`src/rtl/idwt_row_serializer.sv`:
```
// Two-slot block buffer that turns 8x64-bit IDWT blocks into a valid/ready row stream.
// Optional raster word address output enabled by defining IDWT_SER_ADDR_OUT_EN.
module idwt_row_serializer #(
   parameter int NUM_BLOCKS      = 1024,
   parameter int BLOCKS_PER_LINE = 32,
   parameter int ADDR_W          = 13
) (
   input  logic              clk,
   input  logic              rst_n,
   input  logic              in_valid,
   input  logic [63:0]       inp1,
   input  logic [63:0]       inp2,
   input  logic [63:0]       inp3,
   input  logic [63:0]       inp4,
   input  logic [63:0]       inp5,
   input  logic [63:0]       inp6,
   input  logic [63:0]       inp7,
   input  logic [63:0]       inp8,
   input  logic              out_ready,
   output logic              out_valid,
   output logic [63:0]       out_data,
   output logic              out_last,
`ifdef IDWT_SER_ADDR_OUT_EN
   output logic [ADDR_W-1:0] out_addr,
`endif
   output logic              frame_done,
   output logic              overflow
);

   localparam int BLK_W = (NUM_BLOCKS > 1) ? $clog2(NUM_BLOCKS) : 1;

   if (NUM_BLOCKS < 1 || BLOCKS_PER_LINE < 1 || ADDR_W < 1) begin : g_param_check
      $error("idwt_row_serializer: parameters must be positive");
   end

   // Handshake: a row transfers on a cycle where out_valid && out_ready at the rising edge.
   logic [63:0]      slot_q [2][8];
   logic [63:0]      in_rows [8];
   logic             wr_ptr_q, wr_ptr_d;
   logic             rd_ptr_q, rd_ptr_d;
   logic [1:0]       count_q, count_d;
   logic [2:0]       row_cnt_q, row_cnt_d;
   logic [BLK_W-1:0] blk_cnt_q, blk_cnt_d;
   logic             frame_done_q, frame_done_d;
   logic             overflow_q, overflow_d;

   logic hs, last_hs, capture, drop, blk_wrap;

   always_comb begin
      in_rows[0] = inp1;
      in_rows[1] = inp2;
      in_rows[2] = inp3;
      in_rows[3] = inp4;
      in_rows[4] = inp5;
      in_rows[5] = inp6;
      in_rows[6] = inp7;
      in_rows[7] = inp8;
   end

   assign out_valid  = (count_q != 2'd0);
   assign out_data   = slot_q[rd_ptr_q][row_cnt_q];
   assign out_last   = out_valid && (row_cnt_q == 3'd7);
   assign frame_done = frame_done_q;
   assign overflow   = overflow_q;

   assign hs       = out_valid && out_ready;
   assign last_hs  = hs && (row_cnt_q == 3'd7);
   // A full buffer can still accept when the head block frees its slot this same edge.
   assign capture  = in_valid && (!count_q[1] || last_hs);
   assign drop     = in_valid && count_q[1] && !last_hs;
   assign blk_wrap = (blk_cnt_q == BLK_W'(NUM_BLOCKS - 1));

   always_comb begin
      count_d = count_q;
      if (capture && !last_hs) begin
         count_d = count_q + 2'd1;
      end else if (!capture && last_hs) begin
         count_d = count_q - 2'd1;
      end
      wr_ptr_d     = wr_ptr_q ^ capture;
      rd_ptr_d     = rd_ptr_q ^ last_hs;
      row_cnt_d    = hs ? row_cnt_q + 3'd1 : row_cnt_q;
      blk_cnt_d    = blk_cnt_q;
      if (last_hs) begin
         blk_cnt_d = blk_wrap ? '0 : blk_cnt_q + BLK_W'(1);
      end
      frame_done_d = last_hs && blk_wrap;
      overflow_d   = overflow_q || drop;
   end

   always_ff @(posedge clk) begin
      if (!rst_n) begin
         wr_ptr_q     <= 1'b0;
         rd_ptr_q     <= 1'b0;
         count_q      <= 2'd0;
         row_cnt_q    <= 3'd0;
         blk_cnt_q    <= '0;
         frame_done_q <= 1'b0;
         overflow_q   <= 1'b0;
      end else begin
         wr_ptr_q     <= wr_ptr_d;
         rd_ptr_q     <= rd_ptr_d;
         count_q      <= count_d;
         row_cnt_q    <= row_cnt_d;
         blk_cnt_q    <= blk_cnt_d;
         frame_done_q <= frame_done_d;
         overflow_q   <= overflow_d;
      end
   end

   always_ff @(posedge clk) begin
      if (capture) begin
         for (int i = 0; i < 8; i++) begin
            slot_q[wr_ptr_q][i] <= in_rows[i];
         end
      end
   end

`ifdef IDWT_SER_ADDR_OUT_EN
   // Block column/row tracked incrementally so no divider is needed.
   logic [BLK_W-1:0]  bx_q, bx_d;
   logic [BLK_W-1:0]  by_q, by_d;
   logic [ADDR_W-1:0] addr_w;

   always_comb begin
      bx_d = bx_q;
      by_d = by_q;
      if (last_hs) begin
         if (blk_wrap) begin
            bx_d = '0;
            by_d = '0;
         end else if (bx_q == BLK_W'(BLOCKS_PER_LINE - 1)) begin
            bx_d = '0;
            by_d = by_q + BLK_W'(1);
         end else begin
            bx_d = bx_q + BLK_W'(1);
         end
      end
   end

   always_ff @(posedge clk) begin
      if (!rst_n) begin
         bx_q <= '0;
         by_q <= '0;
      end else begin
         bx_q <= bx_d;
         by_q <= by_d;
      end
   end

   assign addr_w   = ((ADDR_W'(by_q) * ADDR_W'(8) + ADDR_W'(row_cnt_q))
                      * ADDR_W'(BLOCKS_PER_LINE)) + ADDR_W'(bx_q);
   assign out_addr = addr_w;
`endif

endmodule

```
`config.mk`:
```
export PLATFORM = sky130hd
export DESIGN_NAME = idwt_row_serializer
export DESIGN_NICKNAME = d
export VERILOG_FILES = /design/src/rtl/idwt_row_serializer.sv
export SDC_FILE = /design/constraint.sdc
export NUM_CORES = 1
export LEC_CHECK = 0
export ABC_AREA = 1
export CAP_MARGIN = 30
export CORE_MARGIN = 5
export CORE_UTILIZATION = 44
export CTS_CLUSTER_DIAMETER = 200
export DETAILED_ROUTE_END_ITERATION = 10
export MAX_ROUTING_LAYER = met4
export PLACE_DENSITY = 0.66
export SYNTH_ARGS = -nofsm -noshare
export SYNTH_HDL_FRONTEND = slang
export SYNTH_SLANG_ARGS = --single-unit
```
`constraint.sdc`:
```
create_clock -name clk -period 18.75 [get_ports clk]
set_clock_uncertainty 0.15 [all_clocks]
set_input_delay 1.875 -clock clk [delete_from_list [all_inputs] [get_ports clk]]
set_output_delay 1.875 -clock clk [all_outputs]
set_load 0.01 [all_outputs]
```
==> run summary, run 1 <==
- 60 ps — clock-pin slew on the worst setup and hold paths
- 3,859 — Post-Synthesis Net Count
- 39.1% — ratio of final minimum period to clock period
- 6.61% — ratio of cells with drive above 1 in the final layout
- 1120 ps — transition time at the pin with the least slew margin
- 105 nW/um^2 — power density of the placed cells
- 163,000 um — wire length of the first global-routing pass
- 72.8% — sequential share of the synthesized area
- 0 — max_cap viols
- 68 — antenna violations before repair
- 96,600 sq um — standard cell core area
- 0 — count of endpoints failing setup in the final report
- 259 — crit-path max FO
- 12.7% — logic gate share of total power
- 25.5% — headroom to the max-slew limit
- 5 — Pre-antenna DRT Iters
- 0 — GRT Residual Overflow
- 1,044 — Sinks on Clock Net
- 584 — ports placed on the boundary
- flop to flop — class of the tightest hold or removal check
- 36.3% — relative contribution of the clock network to total power
- 0 — Antenna Nets Post-Route
- 0 — count of buffers added by post-CTS timing repair for setup
- 44.3% — starting density of the core
- 71.9% — Yosys top cell area share
- 7340 ps — Tmin final
- 114 — number of rows in the core area
- buf_12, buf_4, buf_4, buf_16, o211ai_1, nand3_1, nand3_1, nand2_1, clkdlybuf4s50_1 — list of cells traversed by the critical path
- 3 — Max Buffers Root-to-Sink
- 0 — DRC violations left
- flop to primary output — path type of the worst setup path
- 3,337 — number of cells produced by synthesis
- 27,171 — total number of vias
- 114,000 um — overall routed net length
- 136 MHz — maximum clock frequency
- 322 um — Die Y
- 583 — number of port buffers
- 0 — Yosys Warn Count
- 51.0% — sequential share of power
- 23.5% — area growth from synthesis to final layout
- 107 — cts bufs inserted
- 0 — Final Hold Violating Endpoints
- 49,300 sq um — cell area reported after detailed placement
- completed — result of the run
- sky130_fd_sc_hd__clkbuf_16 — Root Buffer Master
- 1,044 — post-synthesis sequential element count
- 21.7% — Total GRT Usage
- 8320 sq um — footprint of the multi-input gates
- sky130_fd_sc_hd__edfxtp_1, sky130_fd_sc_hd__inv_1, sky130_fd_sc_hd__nand3_1 — cell types with the largest area share after synthesis
- 4.19 mW — Pint
- 5310 ps — WP data arrival
- 42,800 sq um — synthesized cell area
- 18.6 nW — static leakage
- 28 — distinct cell type count of the synthesized netlist
- 31,200 sq um — sequential cell area in the final layout
- 1.35 mW — switching component of the power
- 0 ps — post-route setup TNS
- 25,561 — via count of the first global-routing pass
- 74,400 um — Detail Placement HPWL
- 4,370 — net count reported at finish
- 322 um — overall die width
- sky130_fd_sc_hd__edfxtp_1 — cell type contributing the most total cell area after synthesis
- 0 — hold bufs inserted after CTS
- 21.6 um — average detailed-routed wire length per instance
- 104,000 sq um — area of the die
- flop — crit path launch type
- 24.4% — switching power share of the total
- 2,739 — starting DRC count in detailed routing
- 3 — count of H-tree levels built during CTS
- 7,837 — number of fill cells
- 0.0761 mV — maximum VDD drop
- 770 ps — maximum single-stage delay on the critical path
- false — setup repair after global routing missed its margin
- 0 — pins over their slew limit
- 5.15 — routed via count divided by cell count
- 52,800 sq um — Post-Layout Inst Area
- 670 ps — insertion delay of the later-clocked pin in the worst-skew pair
- 12.8 sq um — mean cell area of the mapped netlist
- 11,480 ps — Worst Setup Slack post-DPL
- sky130_fd_sc_hd__dfxtp_4 — cell with the biggest individual delay on the critical path
- 0 — Resize count post-CTS
- 16,730 ps — required time at the worst-slack endpoint
- 0.836 — GPL Wtd Cong
- built — clock tree from TritonCTS
- 11,410 ps — post-layout worst setup margin
- 260 — maximum number of pins on one net before global-route repair
- primary output — endpoint type of the worst setup path
## per-layer routing
metal	track usage, %	vias up	share of wire [%]
li1	-	13018	-
met4	9.50	0	2.8
met3	5.16	159	7.2
met2	32.3	933	47
met1	28.8	13061	43
met5	-	-	0
## final timing paths
path	end	start	slack [ps]	depth (start not counted)
hold reg to reg	blk_cnt_q[8]	blk_cnt_q[8]	320	2
hold / removal	blk_cnt_q[8]	blk_cnt_q[8]	320	2
setup / recovery	out_data[33]	flop	11410	9
setup reg to reg	slot_q[0][275]	row_cnt_q[0]	12470	9
## stage by stage
step	hold slack [ps]	std cells	util [%]	total power, mW
after floorplan	298	3337	-	3.29
after global placement	304	5010	51.0	3.56
after detailed placement	314	5012	51.0	3.58
after CTS	323	5208	54.5	5.59
after global routing	352	5277	54.7	5.75
final	320	5279	54.7	5.54
## synthesized netlist by cell type
library cell,count
sky130_fd_sc_hd__dfxtp_1,20
sky130_fd_sc_hd__xor2_1,4
sky130_fd_sc_hd__nor3_1,2
sky130_fd_sc_hd__buf_4,18
sky130_fd_sc_hd__inv_2,1
sky130_fd_sc_hd__nor2_1,16
sky130_fd_sc_hd__o211ai_1,256
sky130_fd_sc_hd__buf_2,57
sky130_fd_sc_hd__a21boi_0,1
sky130_fd_sc_hd__o21ai_1,201
sky130_fd_sc_hd__xnor2_1,2
sky130_fd_sc_hd__buf_6,51
sky130_fd_sc_hd__clkinv_1,1
sky130_fd_sc_hd__a21oi_1,194
sky130_fd_sc_hd__a21oi_2,72
sky130_fd_sc_hd__nand4_1,3
sky130_fd_sc_hd__clkbuf_1,67
sky130_fd_sc_hd__o21ai_0,63
sky130_fd_sc_hd__edfxtp_1,1024
sky130_fd_sc_hd__ha_1,6
sky130_fd_sc_hd__buf_1,19
sky130_fd_sc_hd__nand2_1,336
sky130_fd_sc_hd__buf_12,1
sky130_fd_sc_hd__nand3_1,390
sky130_fd_sc_hd__inv_1,529
sky130_fd_sc_hd__a31oi_1,1
sky130_fd_sc_hd__nor2_2,1
sky130_fd_sc_hd__buf_8,1
## cell type report
cell class | count | area share [%]
antenna | 68 | 0.322
tap | 1276 | 3.02
inverter | 531 | 3.78
timing repair buffer | 616 | 11.9
clock buffer | 131 | 5.24
clock inverter | 65 | 1.01
sequential | 1044 | 59.0
multi-input combinational | 1548 | 15.7
## layout by cell type (no fill, tap or decap), types with 63 or more instances in the layout
cell                              count
sky130_fd_sc_hd__o211ai_1           256
sky130_fd_sc_hd__edfxtp_1          1024
sky130_fd_sc_hd__o21ai_0             63
sky130_fd_sc_hd__o21ai_1            201
sky130_fd_sc_hd__diode_2             68
sky130_fd_sc_hd__clkdlybuf4s50_1    583
sky130_fd_sc_hd__a21oi_2             72
sky130_fd_sc_hd__inv_1              527
sky130_fd_sc_hd__nand3_1            390
sky130_fd_sc_hd__a21oi_1            194
sky130_fd_sc_hd__nand2_1            336
sky130_fd_sc_hd__clkbuf_16          107
## power groups by stage
stage          clock, mW  sequential, mW  combinational, mW
2_1_floorplan          0            2.96              0.322
3_3_place_gp           0            2.87              0.694
3_5_place_dp           0            2.87              0.705
4_1_cts             2.06            2.82              0.708
5_1_grt             2.16            2.84              0.758
6_report            2.01            2.82              0.703
## flip-flops by register name, indices dropped and copies added (netlist names), named ones only
signal and cells:
count_q 2, row_cnt_q 3, blk_cnt_q 10, wr_ptr_q 1, overflow 1, frame_done 1
slot_q 1024, rd_ptr_q 1
## critical path: cells and delay by family (launching register included)
kind	cells	cell delay, ps
buffers and inverters	5	2780
AND/OR/NAND/NOR	3	600
AO/OA/AOI/OAI	1	150
flip-flops	1	770
## cell families (layout without fill, tap and decap cells)
group                      after synthesis  in the layout  synth area share, %
other                                    0             68                    0
and+or+nand+nor                        748            748                 7.73
adders and majority gates                6              6                0.175
buffers and inverters                  745           1343                 7.82
xor gates and xnor gates                 6              6                0.123
AOI/OAI and AO/OA                      788            788                 11.4
DFF                                   1044           1044                 72.8
No activity file was read; power rests on OpenSTA's default activity.
==> run 2: changes to the inputs <==
--- a/config.mk
+++ b/config.mk
@@ -12,7 +12,7 @@
 export CTS_CLUSTER_DIAMETER = 200
 export DETAILED_ROUTE_END_ITERATION = 10
 export MAX_ROUTING_LAYER = met4
-export PLACE_DENSITY = 0.66
+export PLACE_DENSITY = 0.69
 export SYNTH_ARGS = -nofsm -noshare
 export SYNTH_HDL_FRONTEND = slang
 export SYNTH_SLANG_ARGS = --single-unit
==> constraint.sdc (replaced) <==
create_clock -name clk -period 6.5 [get_ports clk]
set_clock_uncertainty 0.15 [all_clocks]
set_input_delay 0.65 -clock clk [delete_from_list [all_inputs] [get_ports clk]]
set_output_delay 0.65 -clock clk [all_outputs]
set_load 0.01 [all_outputs]
==> run 2 against run 1 <==
Combinational power grew to 2.9 times the previous value. First-iteration DRC count is 14% higher. Register-to-register slack worse by 10000 ps. Utilization is 0.087 points lower. Die area stayed put. Critical path type unchanged. Critical endpoint is now out_data[39].
==> run summary, run 2 (synthesized netlist as in run 1, its figures left out) <==
- completed — result of the run
- slot_q (1024), blk_cnt_q (10), row_cnt_q (3) — biggest registers after layout
- 0 — hold bufs inserted after CTS
- flop to flop — class of the tightest hold or removal check
- 116,000 um — overall routed net length
- 3730 ps — WP data arrival
- 114 — number of rows in the core area
- 1,024 — Largest register FFs
- 104,000 sq um — area of the die
- 5,261 — final non-filler cell total
- 0 ps — post-route setup TNS
- 6.89% — ratio of cells with drive above 1 in the final layout
- 105 — cts bufs inserted
- flop — crit path launch type
- built — clock tree from TritonCTS
- 0 — Antenna Nets Post-Route
- 159 — crit-path max FO
- 165,000 um — wire length of the first global-routing pass
- 221 MHz — maximum clock frequency
- 160 — maximum number of pins on one net before global-route repair
- 7,778 — number of fill cells
- 3 — count of H-tree levels built during CTS
- 8320 sq um — footprint of the multi-input gates
- 0 — DRC violations left
- 96,600 sq um — standard cell core area
- 60 ps — clock-pin slew on the worst setup and hold paths
- 1,044 — Sinks on Clock Net
- flop to primary output — path type of the worst setup path
- 326 ps — worst hold margin
- 3,124 — starting DRC count in detailed routing
- 12.0 mW — Pint
- 3.88 mW — switching component of the power
- 44.3% — starting density of the core
- 69.7% — ratio of final minimum period to clock period
- 5,032 — number of placed instances with taps included
- primary output — endpoint type of the worst setup path
- 0.861 — GPL Wtd Cong
- 33.1% — headroom to the max-slew limit
- slot_q — Reg with most FFs
- sky130_fd_sc_hd__edfxtp_1 — most common cell after layout, fill and taps aside
- 0 — GRT Residual Overflow
- 4,385 — net count reported at finish
- 584 — ports placed on the boundary
- 77,300 um — Detail Placement HPWL
- 300 nW/um^2 — power density of the placed cells
- 0 — count of buffers added by post-CTS timing repair for setup
- 322 um — Die Y
- 40 — antenna violations before repair
- 3 — Max Buffers Root-to-Sink
- 0 — Final Hold Violating Endpoints
- 1000 ps — transition time at the pin with the least slew margin
- 54.6% — utilization after layout
- sky130_fd_sc_hd__clkbuf_16 — Root Buffer Master
- false — setup repair after global routing missed its margin
- 26,018 — via count of the first global-routing pass
- 583 — number of port buffers
- 322 um — overall die width
- 27,651 — total number of vias
- 24.5% — switching power share of the total
- 5 — Pre-antenna DRT Iters
- 0.227 mV — maximum VDD drop
- 0 — pins over their slew limit
- 22.0% — Total GRT Usage
- 18.6 nW — static leakage
- 23.3% — area growth from synthesis to final layout
- 31,200 sq um — sequential cell area in the final layout
- 4530 ps — Tmin final
- 5700 ps — required time at the worst-slack endpoint
- 22.0 um — average detailed-routed wire length per instance
- 51.4% — sequential share of power
- sky130_fd_sc_hd__edfxtp_1, sky130_fd_sc_hd__clkdlybuf4s50_1, sky130_fd_sc_hd__inv_1 — highest-count cells in the layout ignoring fill and taps
- 13.0% — logic gate share of total power
- 0 — max_cap viols
- 15.8 mW — post-route total power
- 5.26 — routed via count divided by cell count
- 35.6% — relative contribution of the clock network to total power
- 0 — Resize count post-CTS
- 670 ps — insertion delay of the later-clocked pin in the worst-skew pair
- 0 — count of endpoints failing setup in the final report
## run 2: cell count changes in the layout (fill, tap and decap cells not counted), moves of 2 or more
cell                         before  now
sky130_fd_sc_hd__buf_4           20   35
sky130_fd_sc_hd__diode_2         68   40
sky130_fd_sc_hd__clkinvlp_4       3    1
sky130_fd_sc_hd__clkbuf_1        24   22
sky130_fd_sc_hd__buf_12           8   14
sky130_fd_sc_hd__bufinv_16        6    4
sky130_fd_sc_hd__buf_16           5    1
## run 2: through the flow
stage          setup slack (ps)  cell area [sq um]
2_1_floorplan             -1890              42800
3_3_place_gp               2200              49400
3_5_place_dp               2100              49500
4_1_cts                    1850              52700
5_1_grt                    1710              52700
6_report                   1970              52800
## run 2: power groups by stage
stage / Combinational [mW] / Sequential [mW] / Clock (mW)
floorplan: 0.929 / 8.39 / 0
global placement: 2.03 / 8.26 / 0
detailed placement: 2.06 / 8.28 / 0
CTS: 2.07 / 8.14 / 5.73
global route: 2.22 / 8.18 / 6.02
finish: 2.06 / 8.15 / 5.64
## run 2: cell type report
cell class | count | share of cell area, %
sequential | 1044 | 59.1
multi-input combinational | 1548 | 15.8
timing repair buffer | 633 | 12.1
clock buffer | 128 | 5.19
inverter | 531 | 3.79
tap | 1276 | 3.03
clock inverter | 61 | 0.816
antenna | 40 | 0.190
## run 2: critical path: stages (launching register included)
cell                              delay [ps]
sky130_fd_sc_hd__dfxtp_4                 760
sky130_fd_sc_hd__buf_12                  680
sky130_fd_sc_hd__o211ai_1                210
sky130_fd_sc_hd__nand3_1                 150
sky130_fd_sc_hd__nand3_1                 370
sky130_fd_sc_hd__nand2_1                 200
sky130_fd_sc_hd__clkdlybuf4s50_1         550
## run 2: worst paths after layout
path,slack [ps],end,startpoint,cells after the start
worst max-delay path,1970,out_data[39],row_cnt_q[0],6
worst min-delay path,330,blk_cnt_q[8],blk_cnt_q[8],2
worst max register to register,2140,slot_q[0][54],row_cnt_q[0],6
worst min register to register,330,blk_cnt_q[8],blk_cnt_q[8],2
## run 2: per-layer routing
| layer | track usage [%] | routed length [um] | part of all wire (%) | up-vias |
|---|---|---|---|---|
| met2 | 33.7 | 55100 | 48 | 1132 |
| li1 | - | - | - | 13005 |
| met5 | - | 0 | 0 | - |
| met4 | 7.71 | 3350 | 2.9 | 0 |
| met1 | 29.7 | 47900 | 41 | 13331 |
| met3 | 4.47 | 9380 | 8.1 | 183 |
